<file path="src/rtl/branch_resolve_unit.sv">
// Execute-stage branch resolver: compares operands, computes the redirect PC,
// registers the outcome one cycle later, trains a 2-bit BHT and keeps stats.
module branch_resolve_unit #(
  parameter int XLEN      = 32,
  parameter int BHT_IDX_W = 6,
  parameter int CNT_W     = 32
) (
  input  logic             clock,
  input  logic             reset,
  input  logic [XLEN-1:0]  f_pc,
  output logic             f_pred_taken,
  input  logic             e_valid,
  input  logic [6:0]       e_opcode,
  input  logic [2:0]       e_funct3,
  input  logic [XLEN-1:0]  e_pc,
  input  logic [XLEN-1:0]  e_imm,
  input  logic [XLEN-1:0]  e_rs1,
  input  logic [XLEN-1:0]  e_rs2,
  input  logic             e_pred_taken,
  input  logic             flush,
  output logic             r_valid,
  output logic             r_taken,
  output logic             r_mispredict,
  output logic [XLEN-1:0]  r_redirect_pc,
  output logic [CNT_W-1:0] br_count,
  output logic [CNT_W-1:0] mispred_count
);

  localparam int         BHT_N      = 1 << BHT_IDX_W;
  localparam logic [6:0] OPC_BRANCH = 7'b1100011;

  logic [BHT_N-1:0][1:0] bht_q, bht_d;
  logic                  r_valid_q, r_valid_d;
  logic                  r_taken_q, r_taken_d;
  logic                  r_mispredict_q, r_mispredict_d;
  logic [XLEN-1:0]       r_redirect_pc_q, r_redirect_pc_d;
  logic [CNT_W-1:0]      br_count_q, br_count_d;
  logic [CNT_W-1:0]      mispred_count_q, mispred_count_d;

  logic [BHT_IDX_W-1:0]  f_idx, e_idx;
  logic                  funct3_legal, br, eq, lt, outcome;
  logic [XLEN-1:0]       target, fall_through;
  logic [1:0]            cnt_cur;
  logic                  unused_pc_bits;

  assign f_idx          = f_pc[BHT_IDX_W+1:2];
  assign e_idx          = e_pc[BHT_IDX_W+1:2];
  assign unused_pc_bits = ^{f_pc[XLEN-1:BHT_IDX_W+2], f_pc[1:0]};

  // Combinational read of the registered array: a same-cycle update is not seen.
  assign f_pred_taken = bht_q[f_idx][1];

  always_comb begin
    // NOTE: every signal gets a default before any branch so no latch is inferred.
    funct3_legal = 1'b0;
    case (e_funct3)
      3'b000, 3'b001, 3'b100, 3'b101, 3'b110, 3'b111: funct3_legal = 1'b1;
      default:                                        funct3_legal = 1'b0;
    endcase
  end

  // funct3[2] picks lt vs eq, funct3[0] inverts, funct3[1] selects unsigned compare.
  always_comb begin
    br           = e_valid & ~flush & (e_opcode == OPC_BRANCH) & funct3_legal;
    eq           = (e_rs1 == e_rs2);
    lt           = e_funct3[1] ? (e_rs1 < e_rs2) : ($signed(e_rs1) < $signed(e_rs2));
    outcome      = (e_funct3[2] ? lt : eq) ^ e_funct3[0];
    target       = e_pc + e_imm;
    fall_through = e_pc + XLEN'(4);
  end

  always_comb begin
    r_valid_d       = br;
    r_taken_d       = br & outcome;
    r_mispredict_d  = br & (outcome ^ e_pred_taken);
    r_redirect_pc_d = r_redirect_pc_q;
    br_count_d      = br_count_q;
    mispred_count_d = mispred_count_q;
    bht_d           = bht_q;
    cnt_cur         = bht_q[e_idx];
    if (br) begin
      r_redirect_pc_d = outcome ? target : fall_through;
      if (!(&br_count_q)) br_count_d = br_count_q + CNT_W'(1);
      if ((outcome ^ e_pred_taken) && !(&mispred_count_q))
        mispred_count_d = mispred_count_q + CNT_W'(1);
      if (outcome && cnt_cur != 2'b11)       bht_d[e_idx] = cnt_cur + 2'b01;
      else if (!outcome && cnt_cur != 2'b00) bht_d[e_idx] = cnt_cur - 2'b01;
    end
  end

  // NOTE: the BHT is a flop array, so it can and must be reset to weakly not-taken.
  always_ff @(posedge clock) begin
    // NOTE: non-blocking assignments keep every register sampling pre-edge values.
    if (!reset) begin
      bht_q           <= {BHT_N{2'b01}};
      r_valid_q       <= 1'b0;
      r_taken_q       <= 1'b0;
      r_mispredict_q  <= 1'b0;
      r_redirect_pc_q <= '0;
      br_count_q      <= '0;
      mispred_count_q <= '0;
    end else begin
      bht_q           <= bht_d;
      r_valid_q       <= r_valid_d;
      r_taken_q       <= r_taken_d;
      r_mispredict_q  <= r_mispredict_d;
      r_redirect_pc_q <= r_redirect_pc_d;
      br_count_q      <= br_count_d;
      mispred_count_q <= mispred_count_d;
    end
  end

  assign r_valid       = r_valid_q;
  assign r_taken       = r_taken_q;
  assign r_mispredict  = r_mispredict_q;
  assign r_redirect_pc = r_redirect_pc_q;
  assign br_count      = br_count_q;
  assign mispred_count = mispred_count_q;

endmodule

</file>
<file path="config.mk">
export PLATFORM = sky130hd
export DESIGN_NAME = branch_resolve_unit
export DESIGN_NICKNAME = d
export VERILOG_FILES = /design/src/rtl/branch_resolve_unit.sv
export SDC_FILE = /design/constraint.sdc
export NUM_CORES = 1
export LEC_CHECK = 0
export ABC_CLOCK_PERIOD_IN_PS = 8850
export CORE_ASPECT_RATIO = 1.25
export CORE_MARGIN = 2
export CORE_UTILIZATION = 41
export CTS_CLUSTER_DIAMETER = 120
export DETAILED_ROUTE_END_ITERATION = 8
export PLACE_DENSITY = 0.66
export SETUP_SLACK_MARGIN = 0.3
export SYNTH_ARGS = -nofsm -noshare
export SYNTH_HDL_FRONTEND = slang
export SYNTH_SLANG_ARGS = --single-unit
</file>
<file path="constraint.sdc">
create_clock -name clock -period 8.85 [get_ports clock]
set_clock_uncertainty 0.15 [all_clocks]
set_input_delay 2.2125 -clock clock [delete_from_list [all_inputs] [get_ports clock]]
set_output_delay 2.2125 -clock clock [all_outputs]
set_load 0.01 [all_outputs]
</file>
==> summary.md, run 1 <==
| Metric | Value |
|---|---|
| Run status | finished clean |
| Hold_buf cts | 0 |
| Area Growth Syn to Fin | 26.7% |
| Crit Path Max Fanout | 16 |
| Post-DP HPWL | 31.6 mm |
| Sink Count | roughly 230 |
| Remaining antenna violation count after routing | 0 |
| Met1 usage | 28.5% |
| Iteration count of the initial detailed-routing pass | 5 |
| Sequential area share after synthesis | between 30% and 40% |
| Placed Area | about 17000 um^2 |
| IO Pins | around 280 |
| Max Cap Viol | 0 |
| Cell Area, Synth | roughly 14000 um^2 |
| Critical path's slowest cell | clkdlybuf4s50_1 |
| Critical path endpoint | f_pred_taken |
| RSZ-0062 raised after global routing | no |
| Final Instance Area | around 17000 um^2 |
| Fill count | slightly above 3000 |
| Yosys top cell area share | approximately a third |
| DRT Wirelength | 44.0 mm |
| Startpoint types | primary input |
| Crit path launch | f_pc[3] |
| Reg clk slew, reported paths | about 0.06 ns |
| WP data arrival | approximately 5.3 ns |
| Slew Limit Fails | 0 |
| Routability cong. | 0.890 |
| N_diodes | 0 |
| Final Hold Violating Endpoints | 0 |
| DR vias/cell | between 5 and 6 |
| Non-Filler Instances | 2222 |
| CTS tree | done |
| Most used routing layer | met2 |
| Cell accounting for the most synthesized area | dfxtp_1 |
| Power density over the cells | about 140 nW/um^2 |
| Period utilisation layout | roughly 87% |
| Leading post-synthesis cells by cell area | dfxtp_1 (33%), mux2i_1 (9.4%), ha_1 (6.2%) |
| WL per Instance | slightly below 20 um |
| Fraction of layout cells with a size suffix above 1 | approximately 8% |
| Max_slew headroom | 25.7% |
| Worst-path cell chain | clkdlybuf4s50_1, mux4_2, mux4_2, mux4_2, clkdlybuf4s50_1 |
| Fmax achieved | ~130 MHz |
| Synth Net Count | 1818 |
| Synth Area per Inst | between 8 and 9 um^2 |
| Required @ worst endpoint | between 6 and 7 ns |
| Post-CTS sizing | 0 |
| CTS Root Cell | clkbuf_16 |
| Worst skew pair latency | around 0.54 ns |
| CP endpoint kind | primary output |
| Placed Cells incl. Taps | approximately 2200 |
| R2R setup slack | 4.70 ns |
| Max rail drop VDD | about 0.12 mV |
| Setup violations, final | 0 |
| Starting Density | a little over two fifths |
| Primary FF master, synth | dfxtp_1 |
| Yosys reg bits | around 230 |
| Layout Nets | 2030 |
| Core Area | approximately 33000 um^2 |
| Via count | 12700 |
| Setup Crit Path Kind | primary input to primary output |
| Met2 usage | 43.1% |
| Gr ovfl total | 0 |
| Total CTS buffers | 25 |
| Pleak | 0.00709 uW |
| Row cnt | between 70 and 80 |
| Post-synth EDFFs | 0 |
| Synth warnings | 0 |
| 1st-iter DRT viols | 772 |
| Count of cell types in the netlist | slightly above 80 |
| Die width | 168 um |
| R2R depth | 11 |
| Setup_tns | 0 ns |
| Slowest stage delay, CP | 1.10 ns |
| Most used cell, CP | mux4_2 |
| Die Span Y | between 200 and 250 um |
| Clock tree buffer depth | 3 |
| # Post-CTS Setup Buffers | 0 |
| M3 GR Usage | a little under 5% |
| IO buf count | between 200 and 250 |
| Hold WC Path Type | register to register |
| Min Tclk post-route | approximately 7.7 ns |
| Post-layout util | between 50% and 60% |
| Total GRT Usage | around 24% |
| Number of global-route vias before repair | 12500 |
| Initial antenna violation count | 2 |
| Die area | approximately 35000 um^2 |
| First-pass GRT wire length | approximately 68 mm |
| H-tree depth | 1 |
| Asr flop ratio synth | 0% |
| Largest net degree at the start of global routing | between 80 and 90 |
| Mapped Cells | roughly 1600 |
| Worst slew pin tran | around 1.1 ns |
| DRC viols | 0 |
==> where the power goes <==
group / internal [uW] / switching [uW]
registers: 1020 / 0.195
clock network: 650 / 449
logic: 160 / 219
total: 1830 / 668
==> cell type report <==
type,instances,area [um^2],area share (%)
well taps,418,523,3.00
clock inverters,12,150,0.862
inverters,53,201,1.16
repair buffers,276,2700,15.5
flip-flops and latches,227,4540,26.1
clock buffers,33,706,4.05
multi-input cells,1203,8590,49.3
==> placed cells by master, fill, tap and decap left out, types with 23 or more instances in the layout <==
cell             count
o22ai_1             44
a21o_1              25
dfxtp_1            227
nand4_1             38
clkdlybuf4s50_1    247
nor2_1             154
or3_1               23
ha_1                68
a22oi_1             27
xor2_1              55
a21oi_1             83
buf_4               28
nand3_1             80
nand2_1            149
o21ai_0             54
xnor2_1             36
inv_1               51
mux2i_1            129
clkbuf_16           25
==> cells by family after synthesis <==
group           after synthesis  synth area share, %
compound gates              310                 14.6
mux                         150                 12.8
buf+inv                     144                 4.48
fa+ha+maj                    69                 6.34
flops                       227                 33.1
xor+xnor                     94                 6.21
simple gates                580                 22.4
==> worst max-delay path: cells and delay by family <==
family	cells	cell delay, ns
buffers and inverters	2	1.60
multiplexers	3	1.48
==> metal layers <==
metal  vias to the layer above  share of wire, %
li1                       6118                 -
met1                      6019                40
met2                       487                48
met3                       118               7.5
met4                         2               4.2
met5                         -             0.030
==> cell usage after synthesis, types with 6 or more instances <==
| cell | count |
|---|---|
| or3_1 | 23 |
| dfxtp_1 | 227 |
| nand3b_1 | 6 |
| xnor2_1 | 36 |
| nand2_1 | 149 |
| o21ai_0 | 54 |
| or2_2 | 7 |
| a21o_1 | 25 |
| a211oi_1 | 6 |
| nand3_1 | 80 |
| mux4_2 | 21 |
| nor2_1 | 154 |
| xor2_1 | 55 |
| a31oi_1 | 11 |
| mux2i_1 | 129 |
| buf_2 | 26 |
| a22oi_1 | 27 |
| o211ai_1 | 7 |
| inv_1 | 51 |
| nand4_1 | 38 |
| nor3_4 | 20 |
| nor3_1 | 12 |
| and4_1 | 12 |
| ha_1 | 68 |
| o22ai_1 | 44 |
| and2_1 | 18 |
| nor2b_1 | 6 |
| and3_1 | 15 |
| a21oi_1 | 83 |
| clkbuf_1 | 54 |
==> worst min path at each step <==
stage | start | end | slack, ns | cells after the start
after global placement | r_redirect_pc[21] | r_redirect_pc[21] | 0.29 | 1
final | r_redirect_pc[12] | r_redirect_pc[12] | 0.31 | 2
after detailed placement | r_redirect_pc[12] | r_redirect_pc[12] | 0.30 | 2
after global routing | r_redirect_pc[12] | r_redirect_pc[12] | 0.33 | 2
after CTS | r_redirect_pc[12] | r_redirect_pc[12] | 0.31 | 2
after floorplan | bht_q[101] | bht_q[101] | 0.29 | 2
==> stage by stage <==
| stage | setup WS, ns | power, uW | hold slack, ns |
|---|---|---|---|
| finish | 1.19 | 2500 | 0.312 |
| global route | 1.20 | 2590 | 0.331 |
| CTS | 1.21 | 2520 | 0.309 |
| detailed placement | 1.16 | 1420 | 0.295 |
| global placement | 1.24 | 1420 | 0.292 |
| floorplan | 1.83 | 1270 | 0.294 |
(Power assumes the default switching activity.)
==> run 2, diff against run 1 <==
--- a/config.mk
+++ b/config.mk
@@ -8,10 +8,9 @@
 export ABC_CLOCK_PERIOD_IN_PS = 8850
 export CORE_ASPECT_RATIO = 1.25
 export CORE_MARGIN = 2
-export CORE_UTILIZATION = 41
+export CORE_UTILIZATION = 30
 export CTS_CLUSTER_DIAMETER = 120
 export DETAILED_ROUTE_END_ITERATION = 8
-export PLACE_DENSITY = 0.66
 export SETUP_SLACK_MARGIN = 0.3
 export SYNTH_ARGS = -nofsm -noshare
 export SYNTH_HDL_FRONTEND = slang
==> summary.md, run 2 (synthesis results as in run 1) <==
| Metric | Value |
|---|---|
| WP data arrival | about 5.3 ns |
| Setup violations, final | 0 |
| Total power | 2470 uW |
| Required @ worst endpoint | 6.49 ns |
| Reg2reg end | bht_q[73] |
| Crit Path Max Fanout | 11 |
| WL per Instance | between 15 and 20 um |
| Die Span Y | about 240 um |
| Die area | approximately 48000 um^2 |
| IO Pins | 275 |
| Fraction of layout cells with a size suffix above 1 | approximately 8.0% |
| Crit path setup slack, layout | 1.22 ns |
| Reg clk slew, reported paths | ~0.06 ns |
| Slew Limit Fails | 0 |
| Hold_buf cts | 0 |
| R2R setup slack | roughly 4.7 ns |
| DRT Wirelength | roughly 47 mm |
| R2R depth | 14 |
| Most common library cell in the layout ignoring fill and taps | clkdlybuf4s50_1 |
| Critical path endpoint | f_pred_taken |
| RSZ-0062 raised after global routing | no |
| Sink Count | 227 |
| Run status | finished clean |
| Total GRT Usage | roughly a fifth |
| Setup Crit Path Kind | primary input to primary output |
| Row cnt | 87 |
| CTS Root Cell | clkbuf_16 |
| Post-DP HPWL | roughly 34 mm |
| Layout Nets | about 2000 |
| Total CTS buffers | 25 |
| Die width | 195 um |
| Initial antenna violation count | 1 |
| Gr ovfl total | 0 |
| # Post-CTS Setup Buffers | 0 |
| Iteration count of the initial detailed-routing pass | 5 |
| N_diodes | 0 |
| Non-Filler Instances | about 2400 |
| Most frequent cells in the layout | clkdlybuf4s50_1 (247), dfxtp_1 (227), nor2_1 (154) |
| Period utilisation layout | between 80% and 90% |
| DR vias/cell | around 5.3 |
| Crit path launch | f_pc[3] |
| Max rail drop VDD | roughly 0.096 mV |
| Fmax achieved | 131 MHz |
| Core Area | 45200 um^2 |
| Slowest stage delay, CP | 0.93 ns |
| FF-to-FF Start | bht_q[93] |
| Worst-path cell chain | clkdlybuf4s50_1, buf_4, mux4_2, mux4_2, mux4_2, clkdlybuf4s50_1 |
| Worst slew pin tran | roughly 1.1 ns |
| Max_slew headroom | a little over a quarter |
| Via count | about 13000 |
| IO buf count | ~250 |
| Worst skew pair latency | roughly 0.54 ns |
| CTS tree | done |
| Pre-CTS setup slack | ~1.2 ns |
| First-pass GRT wire length | 72.2 mm |
| Critical path's slowest cell | clkdlybuf4s50_1 |
| Setup_tns | 0 ns |
| Power density over the cells | 141 nW/um^2 |
| Area Growth Syn to Fin | 27.8% |
| 1st-iter DRT viols | between 700 and 800 |
| Most used cell, CP | mux4_2 |
| Number of global-route vias before repair | between 10000 and 15000 |
| H-tree depth | 1 |
| Final Hold Violating Endpoints | 0 |
| Max Cap Viol | 0 |
| Pleak | approximately 0.007 uW |
| CP endpoint kind | primary output |
| Placed Area | 16700 um^2 |
| Hold WC Path Type | register to register |
| Final Instance Area | 17600 um^2 |
| Largest net degree at the start of global routing | 96 |
| Min Tclk post-route | 7.63 ns |
| Starting Density | ~30% |
| Remaining antenna violation count after routing | 0 |
| Placed Cells incl. Taps | approximately 2300 |
| Clock tree buffer depth | 3 |
| Startpoint types | primary input |
| Post-CTS sizing | 0 |
| DRC viols | 0 |
| Routability cong. | approximately 0.9 |
## run 2: cell count changes in the layout (fill, tap and decap cells not counted), sizes merged
cell | before | now
clkinvlp | 3 | 0
bufinv | 3 | 2
buf | 29 | 28
clkinv | 5 | 8
inv | 54 | 52
clkbuf | 33 | 35
## run 2: through the flow
| stage | hold WS [ns] | util, % |
|---|---|---|
| 6_report | 0.318 | 38.9 |
| 5_1_grt | 0.334 | 38.9 |
| 2_1_floorplan | 0.294 | - |
| 4_1_cts | 0.318 | 38.9 |
| 3_5_place_dp | 0.303 | 37.1 |
| 3_3_place_gp | 0.290 | 37.1 |
## run 2: cell type report
| class | instances | area [um^2] |
|---|---|---|
| fill | 4519 | 27600 |
| clock inverter | 9 | 98.8 |
| timing repair buffer | 275 | 2680 |
| inverter | 53 | 201 |
| tap | 578 | 723 |
| clock buffer | 35 | 723 |
| multi-input combinational | 1203 | 8590 |
| sequential | 227 | 4540 |
## run 2: power breakdown
part           switching, uW  internal (uW)
sequential             0.142           1020
clock                    437            626
combinational            226            159
total                    663           1810
## run 2: how the worst min path moves through the flow
| stage | cells past startpoint | slack, ns | from | end |
|---|---|---|---|---|
| floorplan | 2 | 0.29 | bht_q[101] | bht_q[101] |
| global placement | 1 | 0.29 | r_redirect_pc[21] | r_redirect_pc[21] |
| detailed placement | 1 | 0.30 | r_redirect_pc[21] | r_redirect_pc[21] |
| CTS | 1 | 0.32 | r_redirect_pc[21] | r_redirect_pc[21] |
| global route | 1 | 0.33 | r_redirect_pc[21] | r_redirect_pc[21] |
| finish | 1 | 0.32 | r_redirect_pc[21] | r_redirect_pc[21] |
## run 2: per-layer routing
metal	up-vias	part of all wire (%)	wire [um]	GRT usage, %
li1	6111	-	-	-
met1	6078	39	18300	21.5
met2	420	50	23400	35.1
met3	100	6.8	3160	3.67
met4	2	3.7	1700	7.52
met5	-	0.028	13	0
## run 2: critical path, delay by kind of cell
kind / cells / cell delay, ns
buf+inv: 3 / 1.73
mux: 3 / 1.31
==> RTL edit: new RTL, flow settings as in run 2 <==
`BHT_IDX_W`: 6 -> 4.
--- a/src/rtl/branch_resolve_unit.sv
+++ b/src/rtl/branch_resolve_unit.sv
@@ -2,7 +2,7 @@
 // registers the outcome one cycle later, trains a 2-bit BHT and keeps stats.
 module branch_resolve_unit #(
   parameter int XLEN      = 32,
-  parameter int BHT_IDX_W = 6,
+  parameter int BHT_IDX_W = 4,
   parameter int CNT_W     = 32
 ) (
   input  logic             clock,
Function: changed (Yosys sat finds a counterexample within 4 cycles, from zero or initial values and one cycle with reset low).
==> RTL edit against run 2 <==
  * Wire length decreased by 38%
  * Power decreased by 34%
  * Sequential cell count is 96 lower
  * Fmax grew 13%
  * Final area decreased by 29%
  * Worst setup slack better by 0.89 ns
  * Sequential share of layout area down 5.0 points
  * Clock power fell by 32%
  * Synthesized area fell by 34%
  * Core utilization is 2.9 points higher
  * Final cell count decreased by 26%
  * Highest routed layer is now met4
==> RTL edit: results (changes against run 2) <==
Status - completed (unchanged)
P&R area growth vs syn - 37.8% (was 27.8%)
Met3 WL - 1700 um (was 3160 um)
Layout cell share with drive strength beyond 1 - 0.0549 (was 0.0799)
Clock Sinks - 131 (was 227)
Dpl cell area - 12,000 um2 (was 16,700 um2)
Syn Inst Count - 1,127 (was 1,574)
Hold path cells - 2 (was 1)
Clock-pin slew on the worst setup and hold paths - 0.08 ns (was 0.06 ns)
Sequential share of the synthesized area - 0.288 (was 0.331)
Nets - 1,601 (was 2,029)
Non-clock inverters - 57 (was 53)
Slowest stage delay, CP - 0.63 ns (was 0.93 ns)
Worst EP arrival - 4.37 ns (was 5.26 ns)
Worst-skew pair later-pin latency - 0.44 ns (was 0.54 ns)
Fin crit share - 0.761 (was 0.862)
Vias in the first global route - 8,816 (was 12,800)
#MultiIn Comb - 894 (was 1,203)
Signal buffers share of area - 0.200 (was 0.153)
Dpl cells - 1,736 (was 2,336)
Clock Tree Buf Depth - 2 (was 3)
Initial antenna violation count - 0 (was 1)
Vias per cell - 5.06 (was 5.34)
Global-route met1 utilization - 0.212 (was 0.215)
Top Metal Used - met4 (was met5)
==> RTL edit: changes by cell type in the layout (fill, tap and decap cells not counted), sizes merged, moves of 21 or more <==
cell,before,now
a22oi,27,1
mux2i,129,39
dfxtp,227,131
nand3,83,62
nand2,151,118
nor2,156,114
o22ai,44,3
==> RTL edit: worst register-to-register path, stage by stage (launching register included) <==
cell and delay [ns]:
dfxtp_1 0.40, and4_1 0.26, and3_1 0.20, nand2_1 0.11
nor3_1 0.67, a41oi_2 0.28, nand4_1 0.18, a21oi_2 0.09
nor2_2 0.50, or3_1 0.19, a21oi_1 0.06
==> RTL edit: kinds of logic (layout without fill, tap and decap cells) <==
| logic type | after synthesis | count (layout) | share of synthesized area |
|---|---|---|---|
| mux | 54 | 54 | 0.0787 |
| xor+xnor | 92 | 92 | 0.0900 |
| compound gates | 237 | 237 | 0.163 |
| simple gates | 439 | 439 | 0.237 |
| buf+inv | 102 | 342 | 0.0438 |
| flops | 131 | 131 | 0.288 |
| fa+ha+maj | 72 | 72 | 0.0997 |
